==> src/rtl/nios2mypio_onchip_mem_master.sv <==
// Memory fill/check master for an on-chip Avalon-MM memory with no waitrequest.
// A fill writes pattern (optionally incrementing) to length consecutive words;
// a check reads them back through a READ_LATENCY-deep return pipeline and
// counts mismatches. Addresses wrap silently at 2^ADDR_W.
//
// Parameters: ADDR_W word-address width, DATA_W data width, READ_LATENCY 1..4.
// Ports:
//   clk, reset       clock, asynchronous active-high reset
//   start/op/base/length/pattern/incr   command, sampled with start in IDLE
//   address/byteenable/chipselect/write/writedata/readdata   Avalon-MM master
//   busy, done       status; done is a one-cycle pulse
//   err_count        mismatches of the last check, saturating
// Optional feature (macro MEM_MASTER_ERR_CAPTURE_EN): err_addr/err_valid capture
// the address of the first mismatch of the last check.
module nios2mypio_onchip_mem_master #(
    parameter int unsigned ADDR_W       = 11,
    parameter int unsigned DATA_W       = 32,
    parameter int unsigned READ_LATENCY = 1
) (
    input  logic                  clk,
    input  logic                  reset,
    input  logic                  start,
    input  logic                  op,
    input  logic [ADDR_W-1:0]     base,
    input  logic [ADDR_W:0]       length,
    input  logic [DATA_W-1:0]     pattern,
    input  logic                  incr,
    output logic [ADDR_W-1:0]     address,
    output logic [DATA_W/8-1:0]   byteenable,
    output logic                  chipselect,
    output logic                  write,
    output logic [DATA_W-1:0]     writedata,
    input  logic [DATA_W-1:0]     readdata,
    output logic                  busy,
    output logic                  done,
    output logic [ADDR_W:0]       err_count
`ifdef MEM_MASTER_ERR_CAPTURE_EN
    ,
    output logic [ADDR_W-1:0]     err_addr,
    output logic                  err_valid
`endif
);

    localparam int unsigned CNT_W = ADDR_W + 1;

    localparam logic [2:0] S_IDLE  = 3'd0;
    localparam logic [2:0] S_FILL  = 3'd1;
    localparam logic [2:0] S_ISSUE = 3'd2;
    localparam logic [2:0] S_DRAIN = 3'd3;
    localparam logic [2:0] S_DONE  = 3'd4;

    logic [2:0]          state, state_nxt;
    logic [CNT_W-1:0]    rem, rem_nxt;
    logic [DATA_W-1:0]   exp_q, exp_nxt;
    logic                incr_q, incr_nxt;
    logic [ADDR_W-1:0]   addr_nxt;
    logic [DATA_W-1:0]   wd_nxt;
    logic                cs_nxt, wr_nxt, busy_nxt, done_nxt;
    logic                accept, clr_err, pend;

    // Read-return pipeline: valid bit and expected word per outstanding read.
    logic [READ_LATENCY-1:0] vld;
    logic [DATA_W-1:0]       exp_pipe [READ_LATENCY];
`ifdef MEM_MASTER_ERR_CAPTURE_EN
    logic [ADDR_W-1:0]       addr_pipe [READ_LATENCY];
`endif

    logic rd_hit, mismatch;
    assign rd_hit   = vld[READ_LATENCY-1];
    assign mismatch = rd_hit && (readdata != exp_pipe[READ_LATENCY-1]);

    // Reads still in flight other than the one returning this cycle.
    always_comb begin
        pend = 1'b0;
        for (int i = 0; i < int'(READ_LATENCY) - 1; i++) begin
            pend = pend | vld[i];
        end
    end

    // State register.
    always_ff @(posedge clk or posedge reset) begin
        if (reset) begin
            state <= S_IDLE;
        end else begin
            state <= state_nxt;
        end
    end

    // Next state plus next values of the registered bus/status outputs.
    always_comb begin
        state_nxt = state;
        rem_nxt   = rem;
        exp_nxt   = exp_q;
        incr_nxt  = incr_q;
        addr_nxt  = '0;
        wd_nxt    = '0;
        cs_nxt    = 1'b0;
        wr_nxt    = 1'b0;
        busy_nxt  = busy;
        done_nxt  = 1'b0;
        accept    = 1'b0;
        clr_err   = 1'b0;

        case (state)
            S_IDLE: begin
                busy_nxt = 1'b0;
                if (start) begin
                    accept   = 1'b1;
                    busy_nxt = 1'b1;
                    incr_nxt = incr;
                    clr_err  = op || (length == '0);
                    if (length == '0) begin
                        state_nxt = S_DONE;
                        done_nxt  = 1'b1;
                    end else begin
                        state_nxt = op ? S_ISSUE : S_FILL;
                        cs_nxt    = 1'b1;
                        wr_nxt    = ~op;
                        addr_nxt  = base;
                        wd_nxt    = op ? '0 : pattern;
                        exp_nxt   = pattern;
                        rem_nxt   = length;
                    end
                end
            end
            S_FILL, S_ISSUE: begin
                if (rem > CNT_W'(1)) begin
                    cs_nxt   = 1'b1;
                    wr_nxt   = (state == S_FILL);
                    addr_nxt = address + ADDR_W'(1);
                    exp_nxt  = exp_q + DATA_W'(incr_q);
                    wd_nxt   = (state == S_FILL) ? (exp_q + DATA_W'(incr_q)) : '0;
                    rem_nxt  = rem - CNT_W'(1);
                end else begin
                    rem_nxt = '0;
                    if (state == S_FILL) begin
                        state_nxt = S_DONE;
                        done_nxt  = 1'b1;
                    end else begin
                        state_nxt = S_DRAIN;
                    end
                end
            end
            S_DRAIN: begin
                if (!pend) begin
                    state_nxt = S_DONE;
                    done_nxt  = 1'b1;
                end
            end
            S_DONE: begin
                state_nxt = S_IDLE;
                busy_nxt  = 1'b0;
            end
            default: begin
                state_nxt = S_IDLE;
                busy_nxt  = 1'b0;
            end
        endcase
    end

    // Registered outputs, transfer bookkeeping, read pipeline and error count.
    always_ff @(posedge clk or posedge reset) begin
        if (reset) begin
            address    <= '0;
            byteenable <= '0;
            chipselect <= 1'b0;
            write      <= 1'b0;
            writedata  <= '0;
            busy       <= 1'b0;
            done       <= 1'b0;
            err_count  <= '0;
            rem        <= '0;
            exp_q      <= '0;
            incr_q     <= 1'b0;
            vld        <= '0;
            for (int i = 0; i < int'(READ_LATENCY); i++) begin
                exp_pipe[i] <= '0;
            end
        end else begin
            address    <= addr_nxt;
            byteenable <= cs_nxt ? '1 : '0;
            chipselect <= cs_nxt;
            write      <= wr_nxt;
            writedata  <= wd_nxt;
            busy       <= busy_nxt;
            done       <= done_nxt;
            rem        <= rem_nxt;
            exp_q      <= exp_nxt;
            incr_q     <= incr_nxt;

            // The read on the bus this cycle enters stage 0.
            vld[0]      <= chipselect & ~write;
            exp_pipe[0] <= exp_q;
            for (int i = 1; i < int'(READ_LATENCY); i++) begin
                vld[i]      <= vld[i-1];
                exp_pipe[i] <= exp_pipe[i-1];
            end

            if (clr_err) begin
                err_count <= '0;
            end else if (mismatch && !(&err_count)) begin
                err_count <= err_count + CNT_W'(1);
            end
        end
    end

`ifdef MEM_MASTER_ERR_CAPTURE_EN
    // First-mismatch address capture, cleared by any accepted start.
    always_ff @(posedge clk or posedge reset) begin
        if (reset) begin
            err_addr  <= '0;
            err_valid <= 1'b0;
            for (int i = 0; i < int'(READ_LATENCY); i++) begin
                addr_pipe[i] <= '0;
            end
        end else begin
            addr_pipe[0] <= address;
            for (int i = 1; i < int'(READ_LATENCY); i++) begin
                addr_pipe[i] <= addr_pipe[i-1];
            end
            if (accept) begin
                err_addr  <= '0;
                err_valid <= 1'b0;
            end else if (mismatch && !err_valid) begin
                err_addr  <= addr_pipe[READ_LATENCY-1];
                err_valid <= 1'b1;
            end
        end
    end
`endif

endmodule

==> config.mk <==
export PLATFORM = sky130hd
export DESIGN_NAME = nios2mypio_onchip_mem_master
export DESIGN_NICKNAME = d
export VERILOG_FILES = /design/src/rtl/nios2mypio_onchip_mem_master.sv
export SDC_FILE = /design/constraint.sdc
export NUM_CORES = 1
export LEC_CHECK = 0
export ABC_AREA = 1
export BUFFER_PORTS_ARGS = -buffer_cell sky130_fd_sc_hd__clkbuf_2
export CAP_MARGIN = 0
export CORE_UTILIZATION = 50
export DETAILED_ROUTE_END_ITERATION = 8
export PLACE_DENSITY = 0.84
export SLEW_MARGIN = 15
export SYNTH_ARGS = -nofsm -noshare
export SYNTH_HDL_FRONTEND = slang
export SYNTH_SLANG_ARGS = --single-unit
==> constraint.sdc <==
create_clock -name clk -period 3.8 [get_ports clk]
set_input_delay 0 -clock clk [delete_from_list [all_inputs] [get_ports clk]]
set_output_delay 0 -clock clk [all_outputs]
set_load 0.05 [all_outputs]
==> flow_summary_export.csv, run 1 <==
group,metric,value,unit
clock_tree,path_clk_slew,60,ps
synth,synth_nets,1085,
sta,hold_viol_final,0,
synth,ys_types,39,
synth,syn_area,0.00752,mm2
synth,seq_area_frac_synth,0.466,
grt,grt_pass1_wl,33200,um
critical_path,critPathKind,"reg2reg",
grt,grt_pass1_vias,6948,
synth,synth-compound-area-share,0.0900,
final_layout,nets,1286,
placement,portBuffers,154,
grt,grt_usage,0.269,
placement,gp_congestion,0.915,
placement,dp_hpwl,13800,um
critical_path,cp_max_fo,40,
grt,met1_usage,0.354,
grt,antenna_found_initial,0,
pwr,powerDensity,846,mW/mm2
clock_tree,clock_latency,430,ps
critical_path,critPathLaunchType,"register",
detailed_routing,vias,7164,
detailed_routing,ant_nets,0,
grt,grt_max_degree,119,
clock_tree,cts-root-buf,"clkbuf_16",
synth,synth_top_family_by_area,"simple AND/OR/NAND/NOR gates",
sta,finalSetupTns,0,ps
floorplanning,dieArea,0.0155,mm2
synth,yosys.area_share.simple,0.297,
grt,use_met2,0.440,
grt,gr-total-overflow,0,
synth,avgSynthCellArea,7.62,um2
clock_tree,cts_buffers,17,
clock_tree,clk_path_buf_depth,2,
synth,synth_mux_area_frac,0,
clock_tree,cts_resized,0,
floorplanning,start_util,0.516,
final_layout,fillers,1190,
sta,relSlewSlack,0.313,
critical_path,cp_data_required_time,4160,ps
synth,synthXorXnorAreaFrac,0.0536,
clock_tree,post_cts_buffers,0,
final_layout,synthToLayoutAreaGrowth,26.7,%
clock_tree,cts_max_level,4,
sta,max_freq,0.362,GHz
floorplanning,row_count,44,
detailed_routing,wl_per_cell,14.4,um
pwr,ir_drop,0.000553,V
floorplanning,die_w,125,um
final_layout,drive_gt1_frac,0.177,
detailed_routing,drtPass1Iterations,5,
run_status,status,"finished clean",
detailed_routing,first_iter_violations,577,
detailed_routing,finalWirelength,19900,um
grt,grt.busiest_layer,"met2",
detailed_routing,via_per_inst,5.17,
final_layout,antenna_cells,0,
clock_tree,cts_tree,"yes",
detailed_routing,drc,0,
synth,ys_ff_latch,140,
synth,ys_warn_count,0,
worst_hold_path,min_path_type,"in2reg",
critical_path,cp.arrival,3130,ps
sta,grt_setup_unrepaired,"false",
sta,period_needed,2760,ps
sta,worst_slew_pin_slew,1030,ps
final_layout,final_common_cell,"nand2_1",
sta,finClkSkew,7.69,ps
floorplanning,ios,155,
floorplanning,die_h,125,um
sta,hold_slack,3.76,ps
sta,slew_violations,0,
grt,met3_usage,0.0558,
floorplanning,core_area,0.0146,mm2
flow_run,drv_cap,0,
synth,synthCells,987,
synth,synthAdderAreaFrac,0.00998,
pwr,leakagePower,4.90,nW
sta,setup_viol,0,
final_layout,layout_common_cells,"nand2_1, clkbuf_2, dfrtp_1",
clock_tree,clkSinkCount,140,
sta,fin_crit_sh,0.727,
critical_path,end_kind,"register",
==> what timing repair did <==
item	4_1_cts	5_1_grt
endpoints found under the setup margin	0	0
hold buffers	58	0
endpoints found under the hold margin	200	0
==> final timing paths <==
path                                    start               endpoint  slack (ps)  cells after the start
max                        rem[0]$_DFFE_PP0P_  exp_q[24]$_DFFE_PP0P_        1040                     10
min                                        op   state[1]$_DFFE_PP0P_           4                      5
max reg2reg                rem[0]$_DFFE_PP0P_  exp_q[24]$_DFFE_PP0P_        1040                     10
min reg2reg                   write$_DFF_PP0_       rd_hit$_DFF_PP0_         440                      1
max in group asynchronous               reset  exp_q[13]$_DFFE_PP0P_        2570                      4
min in group asynchronous               reset   address[4]$_DFF_PP0_         330                      3
==> where the power goes <==
part | leakage, nW | switching [W] | internal, W
registers | 1.77 | 0.000610 | 0.00212
logic | 2.84 | 0.00255 | 0.00109
clock network | 0.286 | 0.000640 | 0.00104
total | 4.90 | 0.00380 | 0.00426
==> cells in the mapped netlist, drive strengths merged <==
library cell,n,area share
xnor2,27,0.031
o21bai,2,0.0020
ha,6,0.010
nand4,20,0.017
o21a,1,0.0010
nand3b,9,0.0090
nand3,58,0.039
o211ai,4,0.0040
o21ai,72,0.048
a22o,3,0.0035
dfrtp,140,0.47
nor3,17,0.012
o31ai,2,0.0020
inv,117,0.058
and2,2,0.0017
nor2,105,0.058
clkbuf,7,0.0035
xor2,19,0.022
or2,2,0.0017
o22ai,16,0.015
a31oi,2,0.0017
a21oi,18,0.012
buf,25,0.022
nand2,312,0.16
clkinv,1,0.00066
==> worst max-delay path: stages (launching register included) <==
cell and delay [ps]:
dfrtp_1 370, inv_1 80, ha_1 230, o21a_1 190, nand3b_1 90, nand2_2 190
nand2_2 610, clkinv_2 530, a21oi_1 250, nand2_1 80, nand2_1 60
==> flip-flops by register name, indices dropped and copies added (netlist names) <==
register / cells
done: 1
write: 1
address: 11
busy: 1
exp_q: 32
byteenable: 1
incr_q: 1
err_count: 12
rd_hit: 1
state: 3
writedata: 32
exp_pipe: 32
rem: 12
==> through the flow <==
stage | cell area (um2) | power [W] | std cells | worst slack [ps] | util
floorplan | 7520 | 0.00551 | 987 | 47.1 | -
detailed placement | 8350 | 0.00628 | 1295 | 1100 | 0.573
finish | 9530 | 0.00806 | 1385 | 1040 | 0.653
CTS | 9530 | 0.00804 | 1385 | 1080 | 0.653
global route | 9530 | 0.00862 | 1385 | 746 | 0.653
global placement | 8350 | 0.00615 | 1295 | 1170 | 0.573
==> layout make-up <==
class | instances | area [um2] | area share
flip-flops and latches | 140 | 3500 | 0.368
inverters | 118 | 449 | 0.0471
clock buffers | 20 | 447 | 0.0469
well taps | 184 | 230 | 0.0242
multi-input cells | 697 | 3390 | 0.355
repair buffers | 214 | 1370 | 0.143
clock inverters | 12 | 146 | 0.0154
==> cell families (layout without fill, tap and decap cells) <==
family / count (synthesis) / in the layout
XOR/XNOR: 46 / 46
flip-flops: 140 / 140
AND/OR/NAND/NOR: 525 / 525
buffers and inverters: 150 / 364
AO/OA/AOI/OAI: 120 / 120
adder cells (fa/ha/maj): 6 / 6
==> layer usage <==
metal,vias to the layer above,part of all wire
met3,32,0.074
li1,3526,-
met5,-,0
met1,3313,0.42
met2,293,0.48
met4,0,0.019
No activity file was read; power rests on OpenSTA's default activity.
==> run 2, diff against run 1 <==
--- a/config.mk
+++ b/config.mk
@@ -5,12 +5,12 @@
 export SDC_FILE = /design/constraint.sdc
 export NUM_CORES = 1
 export LEC_CHECK = 0
-export ABC_AREA = 1
+export ABC_AREA = 0
 export BUFFER_PORTS_ARGS = -buffer_cell sky130_fd_sc_hd__clkbuf_2
 export CAP_MARGIN = 0
-export CORE_UTILIZATION = 50
+export CORE_UTILIZATION = 55
 export DETAILED_ROUTE_END_ITERATION = 8
-export PLACE_DENSITY = 0.84
+export PLACE_DENSITY = 0.88
 export SLEW_MARGIN = 15
 export SYNTH_ARGS = -nofsm -noshare
 export SYNTH_HDL_FRONTEND = slang
==> constraint.sdc (replaced) <==
create_clock -name clk -period 2.75 [get_ports clk]
set_input_delay 0 -clock clk [delete_from_list [all_inputs] [get_ports clk]]
set_output_delay 0 -clock clk [all_outputs]
set_load 0.05 [all_outputs]
==> run 2 against run 1 <==
  * Clock power is 37% higher
  * Fmax is 19% higher
  * Worst hold slack better by 64 ps
  * Critical path depth is 2 lower
  * Highest routed layer unchanged
  * Clock-buffer cell count is 2 higher
  * Critical endpoint is now exp_q[7]$_DFFE_PP0P_
  * Wire length is 0.46% lower
  * Via count is 8.5% lower
  * Combinational power is 62% higher
  * Die area is 15% lower
  * Cell count is 20% lower
  * Synthesized area is 7.0% lower
==> flow_summary_export.csv, run 2 <==
group,metric,value,unit
run_status,status,"finished clean",
placement,portBuffers,154,
clock_tree,cts_max_level,4,
critical_path,r2r_end,"exp_q[7]$_DFFE_PP0P_",
floorplanning,row_count,40,
grt,met3_usage,0.0638,
floorplanning,die_h,115,um
detailed_routing,finalWirelength,19800,um
final_layout,final_common_cell,"clkbuf_2",
synth,synthCells,720,
critical_path,cp_data_required_time,3090,ps
final_layout,nets,1029,
clock_tree,cts_tree,"yes",
flow_run,drv_cap,0,
grt,met1_usage,0.394,
sta,slew_violations,0,
critical_path,critPathLaunchType,"register",
worst_hold_path,whs_path_depth,4,
sta,worst_slew_pin_slew,1120,ps
grt,gr-total-overflow,0,
clock_tree,cts_resized,0,
clock_tree,cts-root-buf,"clkbuf_16",
critical_path,end_kind,"register",
floorplanning,core_area,0.0122,mm2
clock_tree,clock_latency,430,ps
placement,gp_congestion,0.921,
critical_path,r2r.worst_path.cells,8,
critical_path,cp_max_fo,36,
sta,setup_viol,0,
synth,synthTopCellsByCount,"dfrtp_1, nand2_1, o21ai_0",
synth,syn_area,0.00700,mm2
synth,ys_ff_latch,140,
placement,pre_cts_slack,487,ps
clock_tree,path_clk_slew,60,ps
grt,grt_max_degree,61,
critical_path,rrSetupSlack,430,ps
synth,synth_edf_count,0,
sta,period_needed,2320,ps
synth,ys_types,60,
worst_hold_path,hold_start,"length[1]",
detailed_routing,drc,0,
sta,max_freq,0.430,GHz
placement,dp.cells,1021,
final_layout,fillers,791,
worst_hold_path,min_path_type,"in2reg",
final_layout,top_regs,"exp_pipe (32), exp_q (32), writedata (32)",
detailed_routing,wl_per_cell,17.8,um
grt,antenna_found_initial,0,
sta,hold_viol_final,0,
sta,relSlewSlack,0.250,
pwr,leakagePower,4.15,nW
final_layout,layout_common_cells,"clkbuf_2, dfrtp_1, nand2_1",
sta,fin_crit_sh,0.845,
final_layout,finalCoreUtilization,0.748,
clock_tree,clk_path_buf_depth,2,
sta,setup_slack,426,ps
synth,synth.area.top_cells,"dfrtp_1, xnor2_1, nand2_1",
synth,ys_warn_count,0,
clock_tree,post_cts_buffers,0,
detailed_routing,ant_nets,0,
final_layout,register_area,0.00350,mm2
clock_tree,cts_hold_buf,59,
grt,grt_pass1_wl,31500,um
placement,dp_hpwl,12300,um
floorplanning,dieArea,0.0132,mm2
grt,grt_pass1_vias,6339,
synth,synth_top_area_frac,0.501,
synth,async_flop_share,1.00,
detailed_routing,vias,6555,
critical_path,critPathKind,"reg2reg",
synth,seq_area_frac_synth,0.501,
synth,yosysTopAreaCell,"dfrtp_1",
floorplanning,die_w,115,um
grt,grt.busiest_layer,"met2",
final_layout,drive_gt1_frac,0.239,
final_layout,multi_input_area,0.00325,mm2
final_layout,antenna_cells,0,
pwr,powerDensity,1330,mW/mm2
pwr,total_power,0.0121,W
synth,synth_most_common_cell,"dfrtp_1",
detailed_routing,via_per_inst,5.89,
critical_path,cp.arrival,2660,ps
sta,grt_setup_unrepaired,"false",
floorplanning,ios,155,
clock_tree,cts_buffers,17,
final_layout,synthToLayoutAreaGrowth,30.6,%
clock_tree,clkSinkCount,140,
floorplanning,start_util,0.573,
worst_hold_path,min_to,"rem[1]$_DFFE_PP0P_",
sta,finClkSkew,8.12,ps
critical_path,rr_startpoint,"rem[0]$_DFFE_PP0P_",
final_layout,layoutNonFillerInstCount,1112,
synth,ys.flop_type,"dfrtp_1",
pwr,ir_drop,0.000829,V
synth,synth_nets,818,
synth,avgSynthCellArea,9.72,um2
sta,finalSetupTns,0,ps
detailed_routing,drtPass1Iterations,5,
grt,grt_usage,0.317,
grt,use_met2,0.526,
detailed_routing,first_iter_violations,476,
[run 2: critical path, stage by stage (launching register included)]
cell and delay (ps):
dfrtp_1 450, inv_1 80, ha_1 270, o211ai_2 300, o41a_4 240, nor2_8 40, inv_2 470, o21ai_0 200
a22oi_1 180
[run 2: kinds of logic (layout without fill, tap and decap cells)]
group / count (synthesis) / count (layout) / share of synthesized area
xor gates and xnor gates: 75 / 75 / 0.0939
and+or+nand+nor: 260 / 260 / 0.189
adders and majority gates: 6 / 6 / 0.0107
muxes: 7 / 7 / 0.0102
DFF: 140 / 140 / 0.501
AOI/OAI and AO/OA: 182 / 182 / 0.160
buffers and inverters: 50 / 274 / 0.0354
[run 2: power breakdown]
part	internal (W)	total (W)	switching, W
logic	0.00196	0.00590	0.00393
registers	0.00299	0.00392	0.000930
clock network	0.00143	0.00230	0.000871
total	0.00639	0.0121	0.00573
[run 2: worst max path at each step]
stage / start / cells past startpoint / slack [ps] / end
final: rem[0]$_DFFE_PP0P_ / 8 / 430 / exp_q[7]$_DFFE_PP0P_
after global routing: rem[0]$_DFFE_PP0P_ / 8 / 210 / exp_q[10]$_DFFE_PP0P_
after CTS: rem[0]$_DFFE_PP0P_ / 8 / 470 / exp_q[7]$_DFFE_PP0P_
after detailed placement: rem[0]$_DFFE_PP0P_ / 8 / 490 / exp_q[7]$_DFFE_PP0P_
after global placement: rem[0]$_DFFE_PP0P_ / 8 / 580 / exp_q[10]$_DFFE_PP0P_
after floorplan: err_count[0]$_DFFE_PP0P_ / 8 / 510 / err_count[3]$_DFFE_PP0P_
[run 2: per-stage QoR]
stage,hold WS [ps],instance area [um2]
after floorplan,112,7000
after global placement,188,7950
after detailed placement,194,7950
after CTS,18.4,9130
after global routing,97.5,9130
final,67.3,9130
[run 2: layer usage]
layer / vias to the layer above / wire (um)
li1: 2957 / -
met1: 3159 / 7710
met2: 364 / 9920
met3: 75 / 1440
met4: 0 / 774
met5: - / 0
[run 2: cell type report]
class / instances / share of cell area
Clock buffer: 22 / 0.0530
Clock inverter: 10 / 0.0123
Inverter: 13 / 0.00575
Multi-Input combinational cell: 530 / 0.356
Sequential cell: 140 / 0.384
Tap cell: 168 / 0.0230
Timing Repair Buffer: 229 / 0.166
